$ cat config.mk
export PLATFORM = sky130hd
export DESIGN_NAME = axi4_lite_write_master
export DESIGN_NICKNAME = d
export VERILOG_FILES = /design/src/rtl/axi4_lite_pkg.sv /design/src/rtl/axi4_lite_write_master.sv
export SDC_FILE = /design/constraint.sdc
export NUM_CORES = 1
export LEC_CHECK = 0
export ABC_AREA = 1
export BUFFER_PORTS_ARGS = -buffer_cell sky130_fd_sc_hd__buf_4
export CAP_MARGIN = 20
export CORE_ASPECT_RATIO = 0.5
export CORE_MARGIN = 2
export CORE_UTILIZATION = 42
export CTS_CLUSTER_DIAMETER = 150
export DETAILED_ROUTE_END_ITERATION = 8
export HOLD_SLACK_MARGIN = 0.08
export PLACE_DENSITY_LB_ADDON = 0.15
export SYNTH_ARGS = -nofsm -noshare
export SYNTH_HDL_FRONTEND = slang
export SYNTH_SLANG_ARGS = --single-unit
export TNS_END_PERCENT = 100
$ cat constraint.sdc
create_clock -name clk -period 1.5 [get_ports clk]
set_input_delay 0.3 -clock clk [delete_from_list [all_inputs] [get_ports clk]]
set_output_delay 0.3 -clock clk [all_outputs]
set_load 0.05 [all_outputs]
$ cat src/rtl/axi4_lite_pkg.sv
// rtl/axi4_lite_pkg.sv - shared AXI4-Lite response codes and write-master FSM encodings

package axi4_lite_pkg;

    localparam logic [1:0] OKAY   = 2'b00;
    localparam logic [1:0] EXOKAY = 2'b01;
    localparam logic [1:0] SLVERR = 2'b10;
    localparam logic [1:0] DECERR = 2'b11;

    typedef enum logic [1:0] {
        IDLE      = 2'b00,
        ADDR_DATA = 2'b01,
        WAIT_RESP = 2'b10
    } wr_state_e;

endpackage

$ cat src/rtl/axi4_lite_write_master.sv
// rtl/axi4_lite_write_master.sv - single-outstanding AXI4-Lite write initiator with response timeout flag

module axi4_lite_write_master
    import axi4_lite_pkg::*;
#(
    parameter int ADDR_WIDTH     = 32,
    parameter int DATA_WIDTH     = 32,
    parameter int TIMEOUT_CYCLES = 256,
    localparam int STRB_WIDTH    = DATA_WIDTH / 8
) (
    input  logic                  clk,
    input  logic                  reset,
    input  logic                  cmd_valid,
    output logic                  cmd_ready,
    input  logic [ADDR_WIDTH-1:0] cmd_addr,
    input  logic [DATA_WIDTH-1:0] cmd_data,
    input  logic [STRB_WIDTH-1:0] cmd_strb,
    output logic                  rsp_valid,
    output logic [1:0]            rsp_resp,
    output logic                  timeout_err,
    output logic [ADDR_WIDTH-1:0] AW_ADDR,
    output logic                  AW_VALID,
    input  logic                  AW_READY,
    output logic [DATA_WIDTH-1:0] W_DATA,
    output logic [STRB_WIDTH-1:0] WSTRB,
    output logic                  W_VALID,
    input  logic                  W_READY,
    input  logic [1:0]            B_RESP,
    input  logic                  B_VALID,
    output logic                  B_READY
);

    localparam int CNT_W = (TIMEOUT_CYCLES > 0) ? $clog2(TIMEOUT_CYCLES + 1) : 1;
    localparam logic [CNT_W-1:0] CNT_LIMIT = CNT_W'(TIMEOUT_CYCLES);

    wr_state_e             state_q, state_d;
    logic [ADDR_WIDTH-1:0] aw_addr_q, aw_addr_d;
    logic [DATA_WIDTH-1:0] w_data_q, w_data_d;
    logic [STRB_WIDTH-1:0] wstrb_q, wstrb_d;
    logic                  aw_valid_q, aw_valid_d;
    logic                  w_valid_q, w_valid_d;
    logic                  rsp_valid_q, rsp_valid_d;
    logic [1:0]            rsp_resp_q, rsp_resp_d;
    logic                  timeout_err_q, timeout_err_d;
    logic [CNT_W-1:0]      cnt_q, cnt_d;

    always_comb begin
        state_d       = state_q;
        aw_addr_d     = aw_addr_q;
        w_data_d      = w_data_q;
        wstrb_d       = wstrb_q;
        aw_valid_d    = aw_valid_q;
        w_valid_d     = w_valid_q;
        rsp_valid_d   = 1'b0;
        rsp_resp_d    = rsp_resp_q;
        timeout_err_d = timeout_err_q;
        cnt_d         = cnt_q;

        case (state_q)
            IDLE: begin
                if (cmd_valid) begin
                    aw_addr_d     = cmd_addr;
                    w_data_d      = cmd_data;
                    wstrb_d       = cmd_strb;
                    aw_valid_d    = 1'b1;
                    w_valid_d     = 1'b1;
                    timeout_err_d = 1'b0;
                    cnt_d         = '0;
                    state_d       = ADDR_DATA;
                end
            end
            ADDR_DATA: begin
                // A dropped VALID doubles as that channel's done flag.
                if (aw_valid_q && AW_READY) aw_valid_d = 1'b0;
                if (w_valid_q && W_READY)   w_valid_d  = 1'b0;
                if (!aw_valid_d && !w_valid_d) state_d = WAIT_RESP;
            end
            WAIT_RESP: begin
                if (B_VALID) begin
                    rsp_valid_d = 1'b1;
                    rsp_resp_d  = B_RESP;
                    state_d     = IDLE;
                end
            end
            default: state_d = IDLE;
        endcase

        if (TIMEOUT_CYCLES > 0 && state_q != IDLE) begin
            if (cnt_q != CNT_LIMIT) cnt_d = cnt_q + CNT_W'(1);
            if (cnt_d == CNT_LIMIT) timeout_err_d = 1'b1;
        end
    end

    always_ff @(posedge clk) begin
        if (reset) begin
            state_q       <= IDLE;
            aw_addr_q     <= '0;
            w_data_q      <= '0;
            wstrb_q       <= '0;
            aw_valid_q    <= 1'b0;
            w_valid_q     <= 1'b0;
            rsp_valid_q   <= 1'b0;
            rsp_resp_q    <= 2'b00;
            timeout_err_q <= 1'b0;
            cnt_q         <= '0;
        end else begin
            state_q       <= state_d;
            aw_addr_q     <= aw_addr_d;
            w_data_q      <= w_data_d;
            wstrb_q       <= wstrb_d;
            aw_valid_q    <= aw_valid_d;
            w_valid_q     <= w_valid_d;
            rsp_valid_q   <= rsp_valid_d;
            rsp_resp_q    <= rsp_resp_d;
            timeout_err_q <= timeout_err_d;
            cnt_q         <= cnt_d;
        end
    end

    assign cmd_ready   = (state_q == IDLE) && !reset;
    assign B_READY     = (state_q == WAIT_RESP);
    assign AW_ADDR     = aw_addr_q;
    assign AW_VALID    = aw_valid_q;
    assign W_DATA      = w_data_q;
    assign WSTRB       = wstrb_q;
    assign W_VALID     = w_valid_q;
    assign rsp_valid   = rsp_valid_q;
    assign rsp_resp    = rsp_resp_q;
    assign timeout_err = timeout_err_q;

endmodule

==> flow_summary_export.csv, run 1 <==
group,metric,value,unit
critical_path,r2r.worst_path.cells,7,
global_route,grt_pass1_wl,14000,µm
sta,hold_violations,0,
synthesis,ys_types,24,
critical_path,arrival,1150,ps
floorplan,core_area,7460,µm²
synthesis,synth_compound_area_frac,0.138,
synthesis,syn_area_per_cell,7.46,µm²
power_and_ir_drop,swShare,0.286,
power_and_ir_drop,clkPwrFrac,0.405,
power_and_ir_drop,combPwrFrac,0.209,
hold_path,min_path_cells,3,
floorplan,initial_core_util,0.440,
synthesis,synthAdderAreaFrac,0.00762,
synthesis,synth_top_family_by_area,"simple AND/OR/NAND/NOR gates",
power_and_ir_drop,power_leakage,2.22,nW
sta,setup_viol,0,
global_route,track_usage,0.211,
outcome,outcome,"complete, no violations",
clock_network,cts_num_sinks,85,
power_and_ir_drop,p_switching,1.84,mW
placed_design,gp_congestion,0.855,
detailed_routing,drt_iter0_markers,175,
detailed_routing,avgRoutedWirePerCell,12.5,µm
global_route,overflow,0,
hold_path,hold_class,"in -> reg",
layout,syn2layout_area_growth,50.8,%
layout,antenna_cells,0,
critical_path,critical_path_required,1200,ps
power_and_ir_drop,total_power,6.43,mW
sta,period_share,0.965,
global_route,antenna_found_initial,0,
layout,fin_util,0.663,
synthesis,yosysTopAreaCell,"dfxtp_1",
synthesis,synth_xor_area_frac,0.0130,
synthesis,syn_inst,440,
detailed_routing,routed_wirelength,8760,µm
critical_path,regToRegEndpoint,"timeout_err$_SDFF_PP0_",
sta,fin_crit,1450,ps
critical_path,crit_type,"reg -> out",
layout,drive_gt1_frac,0.336,
floorplan,fp.dieW,129,µm
detailed_routing,drc_errors,0,
synthesis,synth_mux_area_frac,0,
clock_network,clkTransAtPathRegs,60,ps
synthesis,ys_ff_latch,85,
sta,finClkSkew,3.32,ps
power_and_ir_drop,p_seq_frac,0.386,
floorplan,ios,152,
power_and_ir_drop,ir_drop,0.795,mV
sta,hold-worst-slack,213,ps
placed_design,io_buffer_count,151,
synthesis,synthSimpleGateAreaFrac,0.270,
synthesis,yosys-top-cells-area,"dfxtp_1 (52%), nand2_1 (20%), a21oi_1 (13%)",
detailed_routing,vias_per_cell,4.60,
critical_path,worstSetupEndpointType,"output pin",
clock_network,clock_latency,330,ps
sta,tns,0,ps
floorplan,die_h,66.5,µm
floorplan,die_area,8580,µm²
clock_network,cts_made_buffers,9,
clock_network,clk_path_buf_depth,2,
floorplan,fp-row-count,22,
sta,max_freq,691,MHz
layout,final_cell_mix,"nand2_1 (179), buf_4 (155), a21oi_1 (83)",
critical_path,critPathLaunchType,"flip-flop",
clock_network,cts_hold_buf,0,
placed_design,dp_hpwl,6030,µm
synthesis,yosysWarnings,0,
sta,tightest_slew,408,ps
clock_network,htree_levels,3,
detailed_routing,ant_nets,0,
layout,nets,665,
power_and_ir_drop,p_int,4.59,mW
layout,layout_commonest_cell,"nand2_1",
synthesis,syn_area,3280,µm²
synthesis,synth_fp_nets,518,
synthesis,yosys.area.top_type_share,0.518,
hold_path,min_to,"W_DATA[30]$_SDFFE_PP0P_",
clock_network,cts-root-buf,"clkbuf_16",
critical_path,regToRegStartpoint,"cnt_q[0]$_SDFF_PP0_",
layout,nFillCells,667,
sta,relSlewSlack,0.728,
power_and_ir_drop,pwr_density_cell,1300,nW/µm²
global_route,grt_max_degree,58,
run,cap_violations,0,
global_route,grt_pass1_vias,2976,
sta,rsz0062_at_grt,"true",
hold_path,hp-start,"cmd_data[30]",
detailed_routing,route.vias.total,3218,
sta,maxSlewViolCount,0,
detailed_routing,dr.pass1.iters,4,
critical_path,cp_max_fo,3,
critical_path,r2r_slack,80,ps
synthesis,synth_seq_area_share,0.518,
clock_network,tritoncts,"done",
[cell usage after synthesis, drive strengths merged]
master and count:
buf 9, or2 2, o21ai 1, nand3 12, ha 2, clkbuf 15
a2bb2oi 1, dfxtp 85, nand4 2, nor2 20, inv 20, nand2 181
a21oi 85, xor2 4, nor3 1
[power groups by stage]
stage                     sequential, mW  clock, mW  combinational [mW]
after CTS                           2.48       2.66                1.35
after floorplan                     2.99          0               0.369
after global routing                2.50       2.76                1.44
after global placement              2.52          0                1.33
final                               2.48       2.60                1.34
after detailed placement            2.53          0                1.34
[metal layers]
metal / GRT usage / part of all wire / up-vias
li1: - / - / 1693
met4: 0.0829 / 0.015 / 0
met3: 0.0876 / 0.067 / 12
met5: 0 / 0 / -
met1: 0.249 / 0.43 / 1441
met2: 0.346 / 0.48 / 72
[stage by stage]
stage	instance area [µm²]	instances	setup WS, ps
finish	4950	700	52.8
floorplan	3290	440	129
CTS	4930	699	-2.70
detailed placement	4550	683	18.6
global placement	4550	683	53.8
global route	4950	700	-48.6
[repair_timing]
| action | 4_1_cts | 5_1_grt |
|---|---|---|
| pin swaps | 0 | 1 |
| endpoints found under the setup margin | 3 | 6 |
| setup buffers | 0 | 1 |
| resized for setup | 4 | 8 |
| hold endpoints to repair | 0 | 0 |
[registers in the layout, indices dropped and copies added, names as in the netlist]
name / cells
WSTRB: 4
AW_ADDR: 32
rsp_resp: 2
AW_VALID: 1
W_VALID: 1
timeout_err: 1
state_q: 2
cnt_q: 9
W_DATA: 32
rsp_valid: 1
[worst max-delay path, stage by stage (launching register included)]
cell,delay [ps]
dfxtp_2,350
nor2_4,160
inv_4,50
nor2_2,90
buf_6,160
[cell type report]
class | count | area [µm²] | area share
clock buffers | 11 | 253 | 0.0511
clock inverters | 5 | 106 | 0.0215
inverters | 20 | 80.1 | 0.0162
multi-input cells | 311 | 1420 | 0.287
flip-flops and latches | 85 | 1710 | 0.345
well taps | 108 | 135 | 0.0273
repair buffers | 160 | 1250 | 0.252
[cells by family (layout without fill, tap and decap cells)]
family                   after synthesis  in the layout
flip-flops                            85             85
buffers and inverters                 44            196
AO/OA/AOI/OAI                         87             87
XOR/XNOR                               4              4
adder cells (fa/ha/maj)                2              2
AND/OR/NAND/NOR                      218            218
[worst max path at each step]
stage | slack, ps | from | cells after the start | endpoint
detailed placement | 20 | cnt_q[0]$_SDFF_PP0_ | 12 | timeout_err$_SDFF_PP0_
CTS | -3 | state_q[1]$_SDFFE_PP0P_ | 4 | cmd_ready
global placement | 50 | cnt_q[0]$_SDFF_PP0_ | 12 | timeout_err$_SDFF_PP0_
finish | 50 | state_q[0]$_SDFFE_PP0P_ | 4 | cmd_ready
global route | -50 | cnt_q[0]$_SDFF_PP0_ | 12 | timeout_err$_SDFF_PP0_
floorplan | 130 | cnt_q[1]$_SDFF_PP0_ | 7 | timeout_err$_SDFF_PP0_
(Power assumes the default switching activity.)
==> run 2, diff against run 1 <==
--- a/config.mk
+++ b/config.mk
@@ -5,7 +5,7 @@
 export SDC_FILE = /design/constraint.sdc
 export NUM_CORES = 1
 export LEC_CHECK = 0
-export ABC_AREA = 1
+export ABC_CLOCK_PERIOD_IN_PS = 1500
 export BUFFER_PORTS_ARGS = -buffer_cell sky130_fd_sc_hd__buf_4
 export CAP_MARGIN = 20
 export CORE_ASPECT_RATIO = 0.5
@@ -15,6 +15,7 @@
 export DETAILED_ROUTE_END_ITERATION = 8
 export HOLD_SLACK_MARGIN = 0.08
 export PLACE_DENSITY_LB_ADDON = 0.15
+export RECOVER_POWER = 100
 export SYNTH_ARGS = -nofsm -noshare
 export SYNTH_HDL_FRONTEND = slang
 export SYNTH_SLANG_ARGS = --single-unit
==> run 2 against run 1 <==
Compared with the run above: the flow now finishes with violations (setup timing); clock power shrank 8.1%; final area fell by 1.3%; clock-buffer cell count unchanged; total power shrank 1.4%; sequential cell count unchanged; final cell count down 2.0%; maximum frequency decreased by 19%; combinational power grew 8%; first-iteration DRC count unchanged; die area down 0.76%; worst setup slack worse by 330 ps; critical endpoint is now timeout_err$_SDFF_PP0_; largest cell class unchanged; largest power group is now registers.
==> flow_summary_export.csv, run 2 <==
group,metric,value,unit
global_route,grt_max_degree,80,
critical_path,critical_path_required,1750,ps
layout,nets,663,
layout,final_cell_mix,"nand2_1 (146), buf_4 (98), a21oi_1 (82)",
hold_path,hold_class,"in -> reg",
detailed_routing,vias_per_cell,4.90,
placed_design,dp.cells,666,
clock_network,clock_latency,330,ps
detailed_routing,drc_errors,0,
critical_path,r2r.worst_path.cells,5,
power_and_ir_drop,pwr_density_cell,1300,nW/µm²
synthesis,yosys-top-cells-area,"dfxtp_1 (52%), nand2_1 (17%), a21oi_1 (13%)",
synthesis,syn_area,3260,µm²
synthesis,yosysMostFrequentCell,"nand2_1",
layout,drive_gt1_frac,0.358,
detailed_routing,route.vias.total,3363,
synthesis,synth_seq_area_share,0.523,
placed_design,dpl_cell_area,4650,µm²
sta,worst_slack,-279,ps
sta,tightest_slew,344,ps
critical_path,worstSetupEndpointType,"flip-flop",
synthesis,yosysTopAreaCell,"dfxtp_1",
sta,max_freq,562,MHz
clock_network,cts_made_buffers,9,
placed_design,io_buffer_count,151,
global_route,antenna_found_initial,0,
outcome,outcome,"finished with violations",
floorplan,ios,152,
detailed_routing,routed_wirelength,8950,µm
sta,finClkSkew,4.29,ps
sta,period_share,1.19,
clock_network,clk_path_buf_depth,2,
sta,hold_violations,0,
power_and_ir_drop,ir_drop,0.704,mV
clock_network,htree_levels,3,
outcome,failed_checks,"setup timing",
synthesis,synth-edff-count,0,
synthesis,ys_dominant_reg_cell,"dfxtp_1",
floorplan,core_area,7430,µm²
floorplan,fp-row-count,22,
clock_network,tritoncts,"done",
critical_path,arrival,2030,ps
global_route,overflow,0,
placed_design,gp_congestion,0.882,
detailed_routing,avgRoutedWirePerCell,13.1,µm
global_route,grt_pass1_wl,14200,µm
floorplan,die_area,8510,µm²
clock_network,cts_num_sinks,85,
detailed_routing,dr.pass1.iters,4,
layout,syn2layout_area_growth,50.0,%
critical_path,cp_max_fo,2,
global_route,grt_pass1_vias,3082,
layout,design_area,4880,µm²
clock_network,cts-root-buf,"clkbuf_16",
synthesis,yosys.area.top_type_share,0.523,
synthesis,synth_fp_nets,501,
floorplan,initial_core_util,0.438,
sta,rsz0062_at_grt,"true",
floorplan,die_h,66.3,µm
synthesis,ys_ff_latch,85,
synthesis,syn_inst,423,
sta,relSlewSlack,0.770,
sta,fin_crit,1780,ps
power_and_ir_drop,power_leakage,2.22,nW
layout,layout.cells.non_filler,686,
critical_path,crit_type,"reg -> reg",
synthesis,yosysWarnings,0,
layout,antenna_cells,0,
detailed_routing,ant_nets,0,
floorplan,fp.dieW,129,µm
synthesis,syn_area_per_cell,7.70,µm²
sta,setup_viol,3,
layout,layout_commonest_cell,"nand2_1",
placed_design,dp_hpwl,6020,µm
synthesis,synth-async-reset-ratio,0,
sta,maxSlewViolCount,0,
hold_path,min_path_cells,3,
synthesis,synth_common_cells,"nand2_1 (146), dfxtp_1 (85), a21oi_1 (82), clkbuf_1 (24), nor2_1 (17)",
detailed_routing,drt_iter0_markers,175,
run,cap_violations,0,
global_route,track_usage,0.211,
critical_path,critPathLaunchType,"flip-flop",
synthesis,ys_types,37,
clock_network,clkTransAtPathRegs,60,ps
## run 2: changes by cell type in the layout (fill, tap and decap cells not counted), sizes merged, moves of 3 or more
cell    previous run  this run
nor3               1         5
nand3             12         5
a21oi             85        82
clkbuf            11        87
nor2              20        17
xor2               4         1
o21ai              1        11
buf              160       106
inv               20         7
nand2            181       146
## run 2: cell type report
| cell class | count | area [µm²] |
|---|---|---|
| sequential | 85 | 1710 |
| clock buffer | 11 | 243 |
| tap | 96 | 120 |
| timing repair buffer | 183 | 1250 |
| inverter | 6 | 22.5 |
| fill | 686 | 2550 |
| multi-input combinational | 300 | 1450 |
| clock inverter | 5 | 81.3 |
## run 2: metrics by stage
stage,TNS [ps],total power [mW],util,hold slack [ps],setup WS [ps]
2_1_floorplan,-302,3.50,-,436,-243
3_3_place_gp,-6040,4.03,0.626,442,-254
3_5_place_dp,-6490,4.04,0.626,447,-297
4_1_cts,-353,6.52,0.685,199,-252
5_1_grt,-1440,6.61,0.657,202,-351
6_report,-439,6.34,0.657,208,-279
## run 2: cell families (layout without fill, tap and decap cells)
logic type / after synthesis / in the layout / synth area share
compound gates: 103 / 103 / 0.168
xor+xnor: 3 / 3 / 0.00807
mux: 1 / 1 / 0.00307
fa+ha+maj: 2 / 2 / 0.00769
flops: 85 / 85 / 0.523
simple gates: 191 / 191 / 0.244
buf+inv: 38 / 205 / 0.0473
## run 2: power by group
group	switching, mW	internal (mW)	leakage (nW)
Sequential	0.0862	2.42	0.699
Combinational	0.981	0.467	1.36
Clock	0.884	1.51	0.156
Total	1.95	4.39	2.22
## run 2: critical path: stages (launching register included)
cell and delay [ps]:
dfxtp_2 320, nor4b_2 340, nand4b_1 180, mux2i_1 150
or4_1 490, o31ai_1 200
## run 2: final timing paths
path,slack [ps],startpoint,endpoint
worst max register to register,-280,cnt_q[6]$_SDFF_PP0_,timeout_err$_SDFF_PP0_
worst max-delay path,-280,cnt_q[6]$_SDFF_PP0_,timeout_err$_SDFF_PP0_
worst min-delay path,210,cmd_addr[1],AW_ADDR[1]$_SDFFE_PP0P_
worst min register to register,450,W_DATA[25]$_SDFFE_PP0P_,W_DATA[25]$_SDFFE_PP0P_
## run 2: routing by layer
layer,routed length [µm],GRT usage
met5,0,0
met4,107,0.0652
met3,638,0.0607
met2,4120,0.356
met1,4080,0.263
## run 2: what timing repair did
action | in CTS | in global routing
setup endpoints to repair | 27 | 10
pin swaps | 3 | 1
cloned | 1 | 0
hold buffers | 0 | 0
resized for setup | 18 | 8
buffers inserted | 3 | 0
==> run 3, diff against run 2 <==
--- a/config.mk
+++ b/config.mk
@@ -8,7 +8,7 @@
 export ABC_CLOCK_PERIOD_IN_PS = 1500
 export BUFFER_PORTS_ARGS = -buffer_cell sky130_fd_sc_hd__buf_4
 export CAP_MARGIN = 20
-export CORE_ASPECT_RATIO = 0.5
+export CORE_ASPECT_RATIO = 1.2
 export CORE_MARGIN = 2
 export CORE_UTILIZATION = 42
 export CTS_CLUSTER_DIAMETER = 150
==> run 3 against run 2 <==
Compared with the run above: largest cell class unchanged; worst hold slack worse by 28 ps; the flow still finishes with violations (setup timing); global-route usage up 0.62 points; maximum frequency about the same; register-to-register slack about the same; final area up 6.5%; first-iteration DRC count down 16%; worst setup slack worse by 0.62 ps; via count up 3.8%; critical path depth up 2; sequential share of layout area down 2.1 points; core utilization up 2.5 points; clock power down 31%.
==> flow_summary_export.csv, run 3 (same netlist as run 2, synthesis figures left out) <==
group,metric,value,unit
outcome,outcome,"finished with violations",
outcome,failed_checks,"setup timing",
sta,fin_crit,1780,ps
critical_path,startpoint,"cnt_q[0]$_SDFF_PP0_",
clock_network,cts-root-buf,"clkbuf_8",
layout,layout_commonest_cell,"buf_4",
critical_path,crit_chain,"buf_4, buf_6, and3_4, and3_1, a21oi_1, or4_1, o31ai_1",
clock_network,clock_latency,350,ps
power_and_ir_drop,ir_drop,0.609,mV
detailed_routing,drt_iter0_markers,147,
critical_path,worstSetupEndpointType,"flip-flop",
detailed_routing,drc_errors,0,
floorplan,die_area,8470,µm²
critical_path,r2r.worst_path.cells,7,
clock_network,cts_made_buffers,9,
global_route,grt_pass1_wl,14800,µm
critical_path,critPathLaunchType,"flip-flop",
clock_network,clk_path_buf_depth,2,
power_and_ir_drop,power_leakage,2.30,nW
layout,drive_gt1_frac,0.400,
critical_path,cp_num_buf_inv,2,
sta,relSlewSlack,0.706,
clock_network,htree_levels,3,
global_route,overflow,0,
critical_path,slowest_stage,"or4_1",
sta,rsz0062_at_grt,"true",
sta,period_share,1.19,
layout,syn2layout_area_growth,59.6,%
power_and_ir_drop,total_power,5.83,mW
floorplan,initial_core_util,0.427,
detailed_routing,route.vias.total,3490,
sta,max_freq,562,MHz
detailed_routing,avgRoutedWirePerCell,14.5,µm
hold_path,min_to,"AW_ADDR[20]$_SDFFE_PP0P_",
layout,nets,671,
global_route,track_usage,0.217,
sta,finClkSkew,8.85,ps
placed_design,dp_hpwl,6490,µm
clock_network,cts_hold_buf,0,
layout,antenna_cells,0,
floorplan,fp-row-count,35,
floorplan,die_h,100,µm
layout,final_cell_mix,"buf_4 (175), nand2_1 (146), a21oi_1 (79)",
clock_network,cts_num_sinks,85,
critical_path,cp_max_fo,4,
run,cap_violations,0,
detailed_routing,ant_nets,0,
floorplan,ios,152,
critical_path,r2r_slack,-280,ps
layout,nFillCells,646,
hold_path,hold_class,"in -> reg",
clock_network,tritoncts,"done",
floorplan,core_area,7620,µm²
critical_path,arrival,2050,ps
floorplan,fp.dieW,84.4,µm
global_route,grt_pass1_vias,3165,
sta,worst_slack,-279,ps
sta,hold_violations,0,
critical_path,regToRegStartpoint,"cnt_q[0]$_SDFF_PP0_",
sta,maxSlewViolCount,0,
detailed_routing,dr.pass1.iters,4,
global_route,grt_max_degree,44,
layout,design_area,5200,µm²
critical_path,max_stage_delay,500,ps
placed_design,io_buffer_count,151,
sta,setup_viol,4,
hold_path,min_path_cells,3,
power_and_ir_drop,pwr_density_cell,1120,nW/µm²
critical_path,crit_type,"reg -> reg",
critical_path,critical_path_required,1770,ps
placed_design,dpl_cell_area,4640,µm²
critical_path,critPathTopFamily,"simple AND/OR/NAND/NOR gates",
placed_design,gp_congestion,0.866,
detailed_routing,routed_wirelength,10000,µm
hold_path,hp-start,"cmd_addr[20]",
detailed_routing,vias_per_cell,5.06,
sta,tightest_slew,440,ps
clock_network,clkTransAtPathRegs,100,ps
placed_design,dp_slack,-310,ps
critical_path,regToRegEndpoint,"timeout_err$_SDFF_PP0_",
global_route,antenna_found_initial,0,
run 3: changes by cell type in the layout (fill, tap and decap cells not counted), sizes merged:
| cell | previous run | this run |
|---|---|---|
| buf | 106 | 188 |
| clkbuf | 87 | 12 |
| clkinvlp | 1 | 4 |
| bufinv | 2 | 1 |
| clkinv | 1 | 0 |
run 3: how the worst max path moves through the flow:
stage                     depth (start not counted)  slack (ps)                      to
after CTS                                         7        -290  timeout_err$_SDFF_PP0_
final                                             7        -280  timeout_err$_SDFF_PP0_
after global routing                              7        -310  timeout_err$_SDFF_PP0_
after global placement                            5        -280  timeout_err$_SDFF_PP0_
after detailed placement                          5        -310  timeout_err$_SDFF_PP0_
after floorplan                                   6        -240  timeout_err$_SDFF_PP0_
run 3: final cells by class:
| type | count | area, µm² | share of cell area |
|---|---|---|---|
| inverter | 6 | 22.5 | 0.00433 |
| sequential | 85 | 1720 | 0.330 |
| timing repair buffer | 191 | 1580 | 0.304 |
| tap | 92 | 115 | 0.0221 |
| multi-input combinational | 300 | 1560 | 0.301 |
| clock inverter | 6 | 71.3 | 0.0137 |
| clock buffer | 10 | 128 | 0.0246 |
run 3: layer usage:
layer  wire [µm]  vias up  track usage
li1            -     1734            -
met1        4010     1611        0.251
met4         184        0       0.0745
met3         650       17       0.0633
met2        5170      128        0.383
met5           0        -            0
run 3: through the flow:
stage | setup TNS (ps) | instances | util | hold WS, ps
finish | -470 | 690 | 0.682 | 180
global route | -697 | 690 | 0.682 | 159
CTS | -529 | 686 | 0.659 | 164
detailed placement | -10570 | 662 | 0.608 | 447
global placement | -9910 | 662 | 0.608 | 442
floorplan | -302 | 423 | - | 436
run 3: where the power goes:
| part | total [mW] | switching [mW] | internal [mW] |
|---|---|---|---|
| Clock | 1.65 | 0.864 | 0.781 |
| Combinational | 1.69 | 1.04 | 0.640 |
| Sequential | 2.50 | 0.0848 | 2.41 |
| Total | 5.83 | 1.99 | 3.83 |
run 3: timing repair:
action                                  CTS  global route
gates resized for setup                  28            27
pin swaps                                10            13
cloned                                    1             2
endpoints found under the setup margin   52            49
buffers inserted                          7             3
run 3: worst min-delay path, delay by kind of cell:
family                 cells  cell delay (ps)
and+or+nand+nor            1               40
AOI/OAI and AO/OA          1               50
buffers and inverters      1              110
